[src/rtl/sokoban_game_ctrl.sv]
// rtl/sokoban_game_ctrl.sv - Sokoban game sequencer: stage counter, load strobes, one-level undo, win detect
// Turns button/pointer events into one-cycle load commands for the external game-state register.

module sokoban_game_ctrl #(
    parameter int unsigned STAGES = 4
) (
    input  logic         clk,
    input  logic         reset,
    input  logic [133:0] game_state,
    input  logic         move_result,
    input  logic [63:0]  destination,
    input  logic [5:0]   cursor,
    input  logic         retry,
    input  logic         retract,
    input  logic         left,
    input  logic         right,
    input  logic         game_area,
    output logic [1:0]   stage,
    output logic         stage_up,
    output logic         game_state_en,
    output logic [1:0]   sel,
    output logic         win
);

    typedef enum logic [1:0] {
        ST_MENU = 2'd0,
        ST_LOAD = 2'd1,
        ST_PLAY = 2'd2,
        ST_WIN  = 2'd3
    } state_e;

    localparam logic [1:0] SEL_NONE   = 2'b00;
    localparam logic [1:0] SEL_ROM    = 2'b01;
    localparam logic [1:0] SEL_MOVE   = 2'b10;
    localparam logic [1:0] SEL_UNDO   = 2'b11;
    localparam logic [1:0] STAGE_LAST = 2'(STAGES - 1);

    state_e         state_q, state_d;
    logic           armed_q, armed_d;
    logic           left_q, right_q, retry_q, retract_q;
    logic [1:0]     stage_q, stage_d;
    logic           stage_up_q, stage_up_d;
    logic           en_q, en_d;
    logic [1:0]     sel_q, sel_d;
    logic           win_q, win_d;
    logic           undo_valid_q, undo_valid_d;
    logic [133:0]   snapshot_q, snapshot_d;

    logic           evt_left, evt_right, evt_retry, evt_retract;
    logic [63:0]    box;
    logic           win_cond;

    // armed_q masks the first edge after reset so a button held through release is not an event
    assign evt_left    = armed_q & left    & ~left_q;
    assign evt_right   = armed_q & right   & ~right_q;
    assign evt_retry   = armed_q & retry   & ~retry_q;
    assign evt_retract = armed_q & retract & ~retract_q;

    assign box      = game_state[69:6];
    assign win_cond = (box == destination) & ~en_q;

    // The snapshot is a capture-only store here; cursor is consumed by the move engine
    logic unused_sigs;
    assign unused_sigs = ^{cursor, snapshot_q};

    always_ff @(posedge clk or negedge reset) begin
        if (!reset) begin
            state_q <= ST_MENU;
        end else begin
            state_q <= state_d;
        end
    end

    always_comb begin
        state_d = state_q;
        case (state_q)
            ST_MENU: if (evt_left) state_d = ST_LOAD;
            ST_LOAD: state_d = ST_PLAY;
            ST_PLAY: if (win_cond) state_d = ST_WIN;
            ST_WIN:  if (evt_left || evt_right) state_d = ST_LOAD;
            default: state_d = ST_MENU;
        endcase
    end

    always_comb begin
        armed_d      = 1'b1;
        stage_up_d   = 1'b0;
        en_d         = 1'b0;
        sel_d        = SEL_NONE;
        win_d        = 1'b0;
        undo_valid_d = undo_valid_q;
        snapshot_d   = snapshot_q;
        case (state_q)
            ST_MENU: begin
                stage_up_d = evt_right;
            end
            ST_LOAD: begin
                en_d         = 1'b1;
                sel_d        = SEL_ROM;
                undo_valid_d = 1'b0;
            end
            ST_PLAY: begin
                if (win_cond) begin
                    win_d = 1'b1;
                end else if (evt_retry) begin
                    en_d         = 1'b1;
                    sel_d        = SEL_ROM;
                    undo_valid_d = 1'b0;
                end else if (evt_retract && undo_valid_q) begin
                    en_d         = 1'b1;
                    sel_d        = SEL_UNDO;
                    undo_valid_d = 1'b0;
                end else if (evt_left && game_area && move_result) begin
                    en_d         = 1'b1;
                    sel_d        = SEL_MOVE;
                    undo_valid_d = 1'b1;
                    snapshot_d   = game_state;
                end
            end
            ST_WIN: begin
                stage_up_d = evt_left | evt_right;
                win_d      = ~(evt_left | evt_right);
            end
            default: ;
        endcase
    end

    // Stage moves together with the stage_up pulse, one cycle ahead of the ROM reload strobe
    always_comb begin
        stage_d = stage_q;
        if (stage_up_d) begin
            stage_d = (stage_q == STAGE_LAST) ? 2'd0 : stage_q + 2'd1;
        end
    end

    always_ff @(posedge clk or negedge reset) begin
        if (!reset) begin
            armed_q      <= 1'b0;
            left_q       <= 1'b0;
            right_q      <= 1'b0;
            retry_q      <= 1'b0;
            retract_q    <= 1'b0;
            stage_q      <= 2'd0;
            stage_up_q   <= 1'b0;
            en_q         <= 1'b0;
            sel_q        <= SEL_NONE;
            win_q        <= 1'b0;
            undo_valid_q <= 1'b0;
            snapshot_q   <= '0;
        end else begin
            armed_q      <= armed_d;
            left_q       <= left;
            right_q      <= right;
            retry_q      <= retry;
            retract_q    <= retract;
            stage_q      <= stage_d;
            stage_up_q   <= stage_up_d;
            en_q         <= en_d;
            sel_q        <= sel_d;
            win_q        <= win_d;
            undo_valid_q <= undo_valid_d;
            snapshot_q   <= snapshot_d;
        end
    end

    assign stage         = stage_q;
    assign stage_up      = stage_up_q;
    assign game_state_en = en_q;
    assign sel           = sel_q;
    assign win           = win_q;

endmodule

[config.mk]
export PLATFORM = sky130hd
export DESIGN_NAME = sokoban_game_ctrl
export DESIGN_NICKNAME = d
export VERILOG_FILES = /design/src/rtl/sokoban_game_ctrl.sv
export SDC_FILE = /design/constraint.sdc
export NUM_CORES = 1
export LEC_CHECK = 0
export ABC_AREA = 1
export CORE_ASPECT_RATIO = 0.8
export CORE_UTILIZATION = 25
export DETAILED_ROUTE_END_ITERATION = 12
export GPL_ROUTABILITY_DRIVEN = 0
export GPL_TIMING_DRIVEN = 0
export MAX_ROUTING_LAYER = met4
export PLACE_DENSITY = 0.78
export RECOVER_POWER = 100
export SLEW_MARGIN = 5
export SYNTH_ARGS = -nofsm -noshare
export SYNTH_HDL_FRONTEND = slang
export SYNTH_SLANG_ARGS = --single-unit
[constraint.sdc]
create_clock -name clk -period 1.23 [get_ports clk]
set_input_delay 0.1845 -clock clk [delete_from_list [all_inputs] [get_ports clk]]
set_output_delay 0.1845 -clock clk [all_outputs]
set_load 0.01 [all_outputs]
==> metrics.txt <==
CP Class in -> reg; clk slew on worst S/H paths roughly 0.050 ns; DRC 0; Hold EP left_q$_DFF_PN0_; hold_ws between 0.2 and 0.25 ns; pwr/cell area between 800 and 900 nW/um^2; final setup fails 6; Syn. warnings 0; Worst Hold Class in -> reg; final std cells w/o fill 595; Peak VDD IR 554 uV; reg-to-reg startpoint game_state_en$_DFF_PN0_; post-synthesis sequential area ratio 19.9%; TritonCTS clock tree yes; Final Hold Fails 0; Seq pwr share about a quarter; WHS Path Cells 1; Final Skew about 0.00083 ns; grt total ovfl 0; Finished Core Util about half; Register-to-Register Path Depth 10; crit path capture type flop; worst reg2reg setup slack -0.07 ns; #FFs+latches synth 15; initial antenna violation count 3; DIE WIDTH 99.2 um; Iter 0 DRT Violations 56; first-pass GRT wire length around 10 mm; Clock Latency Late Sink 0.24 ns; nets 724; Worst EP required ~1.4 ns; Peak Freq approximately 0.76 GHz; Via density ~4.2; Distinct cells, synth 22; CTS Buf Count 3; Die Ht approximately 80 um; clock network fraction of total power 13.4%; htree depth 1; Ports 219; TritonRoute pass-1 iters 4; MaxCap Viol Count 0; DP Wirelength approximately 5.3 mm; DP Cell Count 579; TritonCTS Sinks 15; Synth Instances 350; crit start category primary input; area grow syn2layout 88.1%; Combinational Power Share roughly three fifths; outcome finished with violations; largest net degree at the start of global routing 16; Post-synth EDFFs 0; failing checks setup timing; worst-path maximum fanout 3; port buffer count about 140; Sw Ratio 38.2%; Syn Area/Cell 5.39 sq um; Internal between 1.5 and 2 mW; vias in the first global route about 2500; Psw around 1.1 mW; syn_nets between 500 and 600; Static Leak between 2 and 2.5 nW; WL/cell ~10 um; final WL 6.13 mm; Initial Util between 20% and 30%; maximum clock path buffer count 2; hold buffers post-CTS 0; worst-margin pin slew between 0.6 and 0.7 ns; worst endpoint data arrival time 1.44 ns; cell area after synthesis between 1500 and 2000 sq um; Detail Route Antenna Nets 0; clk root buf clkbuf_8; die area 7910 sq um; dominant synthesized flop cell dfrtp_1; layout cell share with drive strength beyond 1 a little under an eighth; RSZ-0062 raised after global routing yes; Final period util 106%; row cnt 27; Async SR Flop Fraction 100%; Hold Path Origin left; Total GRT Usage ~16%; Period minus WS final between 1 and 1.5 ns; Core Area between 7000 and 8000 sq um; Max Slew Vio Count 0; R2R Path End state_q[1]$_DFFE_PN0P_; final worst slack -0.0783 ns; Via Count around 2500; headroom to the max-slew limit roughly 58%
cell usage after synthesis (2+ instances only):
cell type | instances | area [sq um]
nand2_1 | 128 | 480
inv_1 | 83 | 312
nor2_1 | 57 | 214
xnor2_1 | 17 | 149
dfrtp_1 | 15 | 375
nand4_1 | 11 | 68.8
nand3_1 | 9 | 45.0
ha_1 | 6 | 75.1
o21ai_1 | 4 | 20.0
or2_2 | 4 | 25.0
a31oi_1 | 2 | 12.5
nor2_2 | 2 | 12.5
nor2_4 | 2 | 22.5
o21ai_0 | 2 | 10.0
cells by family after synthesis:
family / count (synthesis) / synth area share, %
other: 1 / 0.199
DFF: 15 / 19.9
buffers and inverters: 84 / 16.7
xor gates and xnor gates: 17 / 7.89
AOI/OAI and AO/OA: 10 / 3.18
and+or+nand+nor: 217 / 48.2
adders and majority gates: 6 / 3.98
layout by cell type (no fill, tap or decap), drive strengths merged:
cell type      netlist  layout
ha                   6       6
a31oi                2       2
nand4               11      11
nor2                61      61
dlymetal6s2s         0       8
conb                 1       1
dlygate4sd2          0     105
diode                0       3
o21ai                6       6
o21a                 1       1
clkdlybuf4s50        0       2
inv                 84      84
buf                  0      10
a41o                 1       1
or2                  5       5
xnor2               17      17
dlygate4sd3          0       4
nand2              130     130
dfrtp               15      15
clkdlybuf4s15        0      20
nand3               10      10
clkbuf               0       6
layout make-up:
| type | instances | area (sq um) |
|---|---|---|
| timing repair buffer | 151 | 1370 |
| antenna | 3 | 7.51 |
| tap | 87 | 109 |
| sequential | 15 | 375 |
| inverter | 84 | 315 |
| multi-input combinational | 251 | 1330 |
| clock buffer | 4 | 45.0 |
| fill | 759 | 3540 |
power groups by stage:
| stage | logic (mW) | registers [mW] | clock network [mW] |
|---|---|---|---|
| 2_1_floorplan | 0.818 | 0.746 | 0 |
| 3_3_place_gp | 1.57 | 0.723 | 0 |
| 3_5_place_dp | 1.63 | 0.733 | 0 |
| 4_1_cts | 1.65 | 0.714 | 0.393 |
| 5_1_grt | 1.98 | 0.732 | 0.417 |
| 6_report | 1.76 | 0.715 | 0.382 |
critical path: stages:
cell	delay, ns
dlygate4sd3_1	0.57
nand2_2	0.07
nor2_2	0.12
inv_2	0.06
nand2_2	0.07
inv_2	0.05
a31oi_4	0.16
nand2_1	0.06
nand2_1	0.05
nand2_1	0.05
stage by stage:
stage | setup WS [ns] | setup TNS (ns) | area (sq um) | total power, mW
3_5_place_dp | -0.641 | -4.44 | 3430 | 2.36
3_3_place_gp | -0.602 | -4.12 | 3430 | 2.29
4_1_cts | -0.192 | -0.794 | 3430 | 2.76
6_report | -0.0783 | -0.290 | 3550 | 2.86
5_1_grt | -0.176 | -1.03 | 3550 | 3.13
2_1_floorplan | -0.000724 | -0.000724 | 1900 | 1.56
worst max-delay path by stage:
stage | end | start
3_5_place_dp | state_q[1]$_DFFE_PN0P_ | game_state[30]
4_1_cts | state_q[1]$_DFFE_PN0P_ | game_state_en$_DFF_PN0_
3_3_place_gp | state_q[0]$_DFFE_PN0P_ | game_state[31]
2_1_floorplan | state_q[0]$_DFFE_PN0P_ | game_state_en$_DFF_PN0_
6_report | undo_valid_q$_DFFE_PN0P_ | retry
5_1_grt | undo_valid_q$_DFFE_PN0P_ | armed_q$_DFF_PN0_
routing by layer:
metal	part of all wire [%]	GRT usage, %	vias up
li1	-	-	1335
met3	5.0	2.19	14
met2	54	32.7	78
met1	39	15.7	1078
met4	2.4	5.59	0
met5	0	-	-
timing repair:
action,CTS,global route
gates cloned,0,0
setup endpoints to repair,16,9
pin swaps,87,50
setup buffers,8,1
endpoints found under the hold margin,0,0
gates resized for setup,146,51
(Power assumes the default switching activity.)
